**config.mk**
```make
export PLATFORM = sky130hd
export DESIGN_NAME = pix_pack_tx
export DESIGN_NICKNAME = d
export VERILOG_FILES = /design/src/rtl/pix_pack_tx.sv
export SDC_FILE = /design/constraint.sdc
export NUM_CORES = 1
export LEC_CHECK = 0
export BUFFER_PORTS_ARGS = -buffer_cell sky130_fd_sc_hd__buf_2
export CORE_UTILIZATION = 35
export CTS_BUF_LIST = sky130_fd_sc_hd__clkbuf_4 sky130_fd_sc_hd__clkbuf_8
export CTS_CLUSTER_DIAMETER = 120
export DETAILED_ROUTE_END_ITERATION = 12
export PLACE_DENSITY = 0.6
export SLEW_MARGIN = 10
export SYNTH_ARGS = -nofsm -noshare
export SYNTH_HDL_FRONTEND = slang
export SYNTH_SLANG_ARGS = --single-unit
```
**constraint.sdc**
```tcl
create_clock -name i_clk_sys -period 2.6 [get_ports i_clk_sys]
set_input_delay 0 -clock i_clk_sys [delete_from_list [all_inputs] [get_ports i_clk_sys]]
set_output_delay 0 -clock i_clk_sys [all_outputs]
set_load 0.02 [all_outputs]
```
**src/rtl/pix_pack_tx.sv**
```systemverilog
// Transmit-side pixel packer: buffers 12-bit pixels in a small FIFO and sends each
// as two UART bytes, reporting a per-pair check code and a per-frame completion pulse.
module pix_pack_tx #(
  parameter int unsigned FIFO_AW       = 2,
  parameter int unsigned PIX_PER_FRAME = 76800
) (
  input  logic        i_clk_sys,
  input  logic        i_rst_n,
  input  logic [11:0] i_pix,
  input  logic        i_pix_valid,
  output logic        o_pix_ready,
  output logic [7:0]  o_tx_data,
  output logic        o_tx_start,
  input  logic        i_tx_done,
  output logic [7:0]  o_check_code,
  output logic        o_check_valid,
  output logic        o_frame_done,
  output logic        o_busy
);

  localparam int unsigned PIX_W  = 12;
  localparam int unsigned BYTE_W = 8;
  localparam int unsigned SEQ_W  = 4;
  localparam int unsigned CNT_W  = 17;
  localparam int unsigned FILL_W = FIFO_AW + 1;
  localparam int unsigned DEPTH  = 2 ** FIFO_AW;
  localparam logic [CNT_W-1:0] LAST_PIX = CNT_W'(PIX_PER_FRAME - 1);

  typedef enum logic [1:0] {
    IDLE    = 2'd0,
    WAIT_HI = 2'd1,
    WAIT_LO = 2'd2
  } state_t;

  // ---------------------------------------------------------------- pixel FIFO
  logic [PIX_W-1:0]   mem [DEPTH];
  logic [FIFO_AW-1:0] wr_ptr;
  logic [FIFO_AW-1:0] rd_ptr;
  logic [FILL_W-1:0]  fill;
  logic               full;
  logic               empty;
  logic               push;
  logic               pop;
  logic [PIX_W-1:0]   head;

  assign full  = (fill == FILL_W'(DEPTH));
  assign empty = (fill == '0);
  assign push  = i_pix_valid && !full;
  assign head  = mem[rd_ptr];

  // Gated with reset so the handshake reads 0 while held in reset.
  assign o_pix_ready = i_rst_n && !full;

  always_ff @(posedge i_clk_sys) begin
    if (push) begin
      mem[wr_ptr] <= i_pix;
    end
  end

  always_ff @(posedge i_clk_sys or negedge i_rst_n) begin
    if (!i_rst_n) begin
      wr_ptr <= '0;
      rd_ptr <= '0;
      fill   <= '0;
    end else begin
      if (push) begin
        wr_ptr <= wr_ptr + FIFO_AW'(1);
      end
      if (pop) begin
        rd_ptr <= rd_ptr + FIFO_AW'(1);
      end
      case ({push, pop})
        2'b10:   fill <= fill + FILL_W'(1);
        2'b01:   fill <= fill - FILL_W'(1);
        default: fill <= fill;
      endcase
    end
  end

  // ---------------------------------------------------------------- byte FSM
  state_t             state_q;
  state_t             state_d;
  logic [PIX_W-1:0]   pix_q;
  logic [PIX_W-1:0]   pix_d;
  logic [SEQ_W-1:0]   seq_q;
  logic [SEQ_W-1:0]   seq_d;
  logic [CNT_W-1:0]   cnt_q;
  logic [CNT_W-1:0]   cnt_d;
  logic [BYTE_W-1:0]  tx_data_q;
  logic [BYTE_W-1:0]  tx_data_d;
  logic               tx_start_q;
  logic               tx_start_d;
  logic [BYTE_W-1:0]  check_code_q;
  logic [BYTE_W-1:0]  check_code_d;
  logic               check_valid_q;
  logic               check_valid_d;
  logic               frame_done_q;
  logic               frame_done_d;
  logic [BYTE_W-1:0]  hi_byte;
  logic [BYTE_W-1:0]  lo_byte;

  assign hi_byte = pix_q[11:4];
  assign lo_byte = {pix_q[3:0], seq_q};

  always_ff @(posedge i_clk_sys or negedge i_rst_n) begin
    if (!i_rst_n) begin
      state_q       <= IDLE;
      pix_q         <= '0;
      seq_q         <= '0;
      cnt_q         <= '0;
      tx_data_q     <= '0;
      tx_start_q    <= 1'b0;
      check_code_q  <= '0;
      check_valid_q <= 1'b0;
      frame_done_q  <= 1'b0;
    end else begin
      state_q       <= state_d;
      pix_q         <= pix_d;
      seq_q         <= seq_d;
      cnt_q         <= cnt_d;
      tx_data_q     <= tx_data_d;
      tx_start_q    <= tx_start_d;
      check_code_q  <= check_code_d;
      check_valid_q <= check_valid_d;
      frame_done_q  <= frame_done_d;
    end
  end

  // Next-state and next-output logic; pulses default low, data holds.
  always_comb begin
    state_d       = state_q;
    pix_d         = pix_q;
    seq_d         = seq_q;
    cnt_d         = cnt_q;
    tx_data_d     = tx_data_q;
    tx_start_d    = 1'b0;
    check_code_d  = check_code_q;
    check_valid_d = 1'b0;
    frame_done_d  = 1'b0;
    pop           = 1'b0;

    case (state_q)
      IDLE: begin
        if (!empty) begin
          pop        = 1'b1;
          pix_d      = head;
          tx_data_d  = head[11:4];
          tx_start_d = 1'b1;
          state_d    = WAIT_HI;
        end
      end

      WAIT_HI: begin
        if (i_tx_done) begin
          tx_data_d     = lo_byte;
          tx_start_d    = 1'b1;
          check_code_d  = {hi_byte[7], hi_byte[4], hi_byte[3], hi_byte[0],
                           lo_byte[7], lo_byte[4], lo_byte[3], lo_byte[0]};
          check_valid_d = 1'b1;
          state_d       = WAIT_LO;
        end
      end

      WAIT_LO: begin
        if (i_tx_done) begin
          if (cnt_q == LAST_PIX) begin
            cnt_d        = '0;
            seq_d        = '0;
            frame_done_d = 1'b1;
          end else begin
            cnt_d = cnt_q + CNT_W'(1);
            seq_d = seq_q + SEQ_W'(1);
          end
          state_d = IDLE;
        end
      end

      default: begin
        state_d = IDLE;
      end
    endcase
  end

  assign o_tx_data     = tx_data_q;
  assign o_tx_start    = tx_start_q;
  assign o_check_code  = check_code_q;
  assign o_check_valid = check_valid_q;
  assign o_frame_done  = frame_done_q;
  assign o_busy        = (state_q != IDLE) || !empty;

endmodule

```
==> impl_results.md <==
* Status: finished, final reports clean
* RSZ-0062 raised after global routing: false
* CTS root buf: clkbuf_8
* Reg-to-reg slack, setup at 0.45 ns
* Drt first pass iters at 4
* Worst Skew at 0.01676 ns
* Crit path capture type: flop
* Fillers at 1120
* Slew Limit Fails at 0
* Leak Pwr at 2.019 nW
* Nets@finish at 371
* DR WL/cell at 15.77 um
* Pin count of the biggest net entering global routing at 58
* Sw Share at 0.3574
* Cell row count at 40
* Crit Reg-Reg Startpoint: state_q[1]
* Startpoint types: flop
* Multi-input combinational cell area at 1345 um2
* Clock network latency to the later pin of the worst-skew pair at 0.37 ns
* Commonest non-fill, non-tap cells in the layout: dfrtp_1, edfxtp_1, buf_2
* Vias per std cell at 4.816
* Crit path DAT at 2.45 ns
* PwrDens at 1091 nW/um2
* Area post-placement at 4663 um2
* NetSw at 1.947 mW
* Syn Inst Count at 289
* Die ar. at 12740 um2
* # Max-Cap Violations at 0
* Hold_sp: i_pix_valid
* Placeable Area at 12010 um2
* Async set-reset flop share out of synthesis at 0.5429
* Commonest non-fill, non-tap cell in the layout: dfrtp_1
* Post-Route Setup TNS at 0 ns
* Drt drc at 0
* Crit Path Class: reg -> reg
* Buf+Inv Stages, Crit Path at 2
* Post-Route M1 WL at 3.580 mm
* CTS Sinks at 105
* Final wirelength at 7.868 mm
* Total power at 5.446 mW
* Die X at 112.9 um
* GRT Util Overall at 0.1356
* First-pass GRT wire length at 12.85 mm
* Fmax at 0.4646 GHz
* RR Endpoint: fill[2]
* IR drop worst, VDD at 0.0005539 V
* Period utilization at 0.8278
* Slew margin rel. at 0.5157
* Combinational group share of total power at 0.352
* Synthesis warning total at 0
* Max clock buf depth at 2
* Gpl congestion at 0.7467
* Vias in the first global route at 2487
* CP top delay family: adder cells
* CP max stage cell: dfrtp_1
* Hold Path Class: in -> reg
* Cell Int Power at 3.499 mW
* Fin area at 4994 um2
* Final antenna-violating net count at 0
* Initial DRC count at 78
* Diode count at 0
* Count of different cell masters after synthesis at 42
* Grt total ovfl at 0
* Syn-to-layout area delta at 16.08%
* CTS tree: yes
* Clk slew on worst S/H paths at 0.11 ns
* DP HPWL at 5.255 mm
* WHS Path Cells at 3
* CP max FO at 10
* Met2 WL post-DR at 4.009 mm
* CTS Buf Count at 9
* Clock power share at 0.176
* Cell count of the worst reg-to-reg path at 9
* Syn Area/Cell at 14.88 um2
* EDFF count, synth at 48
* Synth Register Bits at 105
* Die height at 112.9 um
* Initial Utilization at 0.3581
* Final hold vios at 0
* Worst EP required at 2.90 ns
* Top_reg_cell synth: dfrtp_1
* Post-synthesis sequential area ratio at 0.6667
* Max Used Layer: met4
* IO Pins at 37
* Mapped Nets at 313
* Hold endpoint: wr_ptr[0]
* # port buffers at 36
* Post-layout minimum cycle time at 2.152 ns
* Measured slew at the worst slew-check pin at 0.7265 ns
* Sequential power share at 0.472
* Met3 WL at 211 um
* Vias at 2403
* Setup violators final at 0
* Register area at 2868 um2
* Syn Std Cell Area at 4302 um2
* Slowest cell delay on critical path at 0.45 ns
* H-tree Lvls at 3
* CP cell instances: nor2_1, nand2_1, inv_2, ha_1, inv_1, fa_1, xor2_1, nor2_1, xor2_1
* Fraction of layout cells with a size suffix above 1 at 0.2557
* Initial antenna violation count at 0
power groups by stage:
stage / clock network [mW] / logic, mW / registers (mW)
after floorplan: 0 / 1.29 / 2.65
after global placement: 0 / 1.89 / 2.59
after detailed placement: 0 / 1.94 / 2.61
after CTS: 1.00 / 1.96 / 2.58
after global routing: 1.07 / 2.13 / 2.63
final: 0.959 / 1.92 / 2.57
routing by layer:
layer  vias to the layer above  track usage
li1                       1166            -
met1                      1194       0.1665
met2                        36       0.2333
met3                         7      0.03910
met4                         0      0.03947
met5                         -            0
worst max path at each step:
stage | cells past startpoint | end | slack, ns | start
after CTS | 9 | fill[2] | 0.44 | state_q[1]
after detailed placement | 9 | fill[2] | 0.45 | state_q[1]
after floorplan | 9 | fill[2] | 0.65 | state_q[1]
after global routing | 9 | fill[2] | 0.20 | state_q[1]
after global placement | 9 | fill[2] | 0.52 | state_q[1]
final | 9 | fill[2] | 0.45 | state_q[1]
logic make-up after synthesis:
kind of cell               after synthesis  synth area share
DFF                                    105            0.6667
and+or+nand+nor                         74           0.09104
AOI/OAI and AO/OA                       31           0.04683
muxes                                   29            0.1070
xor gates and xnor gates                21           0.04276
buffers and inverters                   21           0.02065
adders and majority gates                8           0.02501
per-stage QoR:
step	hold slack, ns	instances	worst slack [ns]	utilization
5_1_grt	0.1040	499	0.2028	0.4157
4_1_cts	0.08479	499	0.4424	0.4157
2_1_floorplan	-0.2956	289	0.6460	-
3_5_place_dp	0.2175	469	0.4545	0.3882
6_report	0.1032	499	0.4478	0.4157
3_3_place_gp	0.2099	469	0.5168	0.3882
worst reg2reg max path: stages, from the launching register on:
cell     delay, ns
dfrtp_1       0.45
nor2_1        0.23
nand2_1       0.15
inv_2         0.21
ha_1          0.22
inv_1         0.06
fa_1          0.37
xor2_1        0.15
nor2_1        0.11
xor2_1        0.15
synth_stat cells, drive strengths merged, types with 8 or more instances:
master	n	area share
edfxtp	48	0.34
a21oi	10	0.012
nor2	14	0.012
mux2	16	0.042
nand2	22	0.019
mux4	12	0.063
xnor2	14	0.029
a2bb2oi	8	0.016
dfrtp	57	0.33
inv	13	0.011
o21ai	8	0.0093
cell type report:
class,instances,area share
Tap cell,147,0.03683
Sequential cell,105,0.5743
Inverter,13,0.009772
Multi-Input combinational cell,163,0.2694
Clock buffer,9,0.02481
Timing Repair Buffer,55,0.07166
Clock inverter,7,0.01328
flip-flops by register name, summed over array words and instances (netlist names):
register       cells
seq_q              4
o_check_valid      1
pix_q              8
cnt_q             17
state_q            2
o_tx_data          8
o_check_code       8
o_tx_start         1
o_frame_done       1
rd_ptr             2
wr_ptr             2
fill               3
mem               48
what timing repair did:
item	in CTS	in global routing
endpoints found under the hold margin	107	0
buffers inserted	0	0
resized for setup	0	0
hold buffers	14	0
No activity file was read; power rests on OpenSTA's default activity.
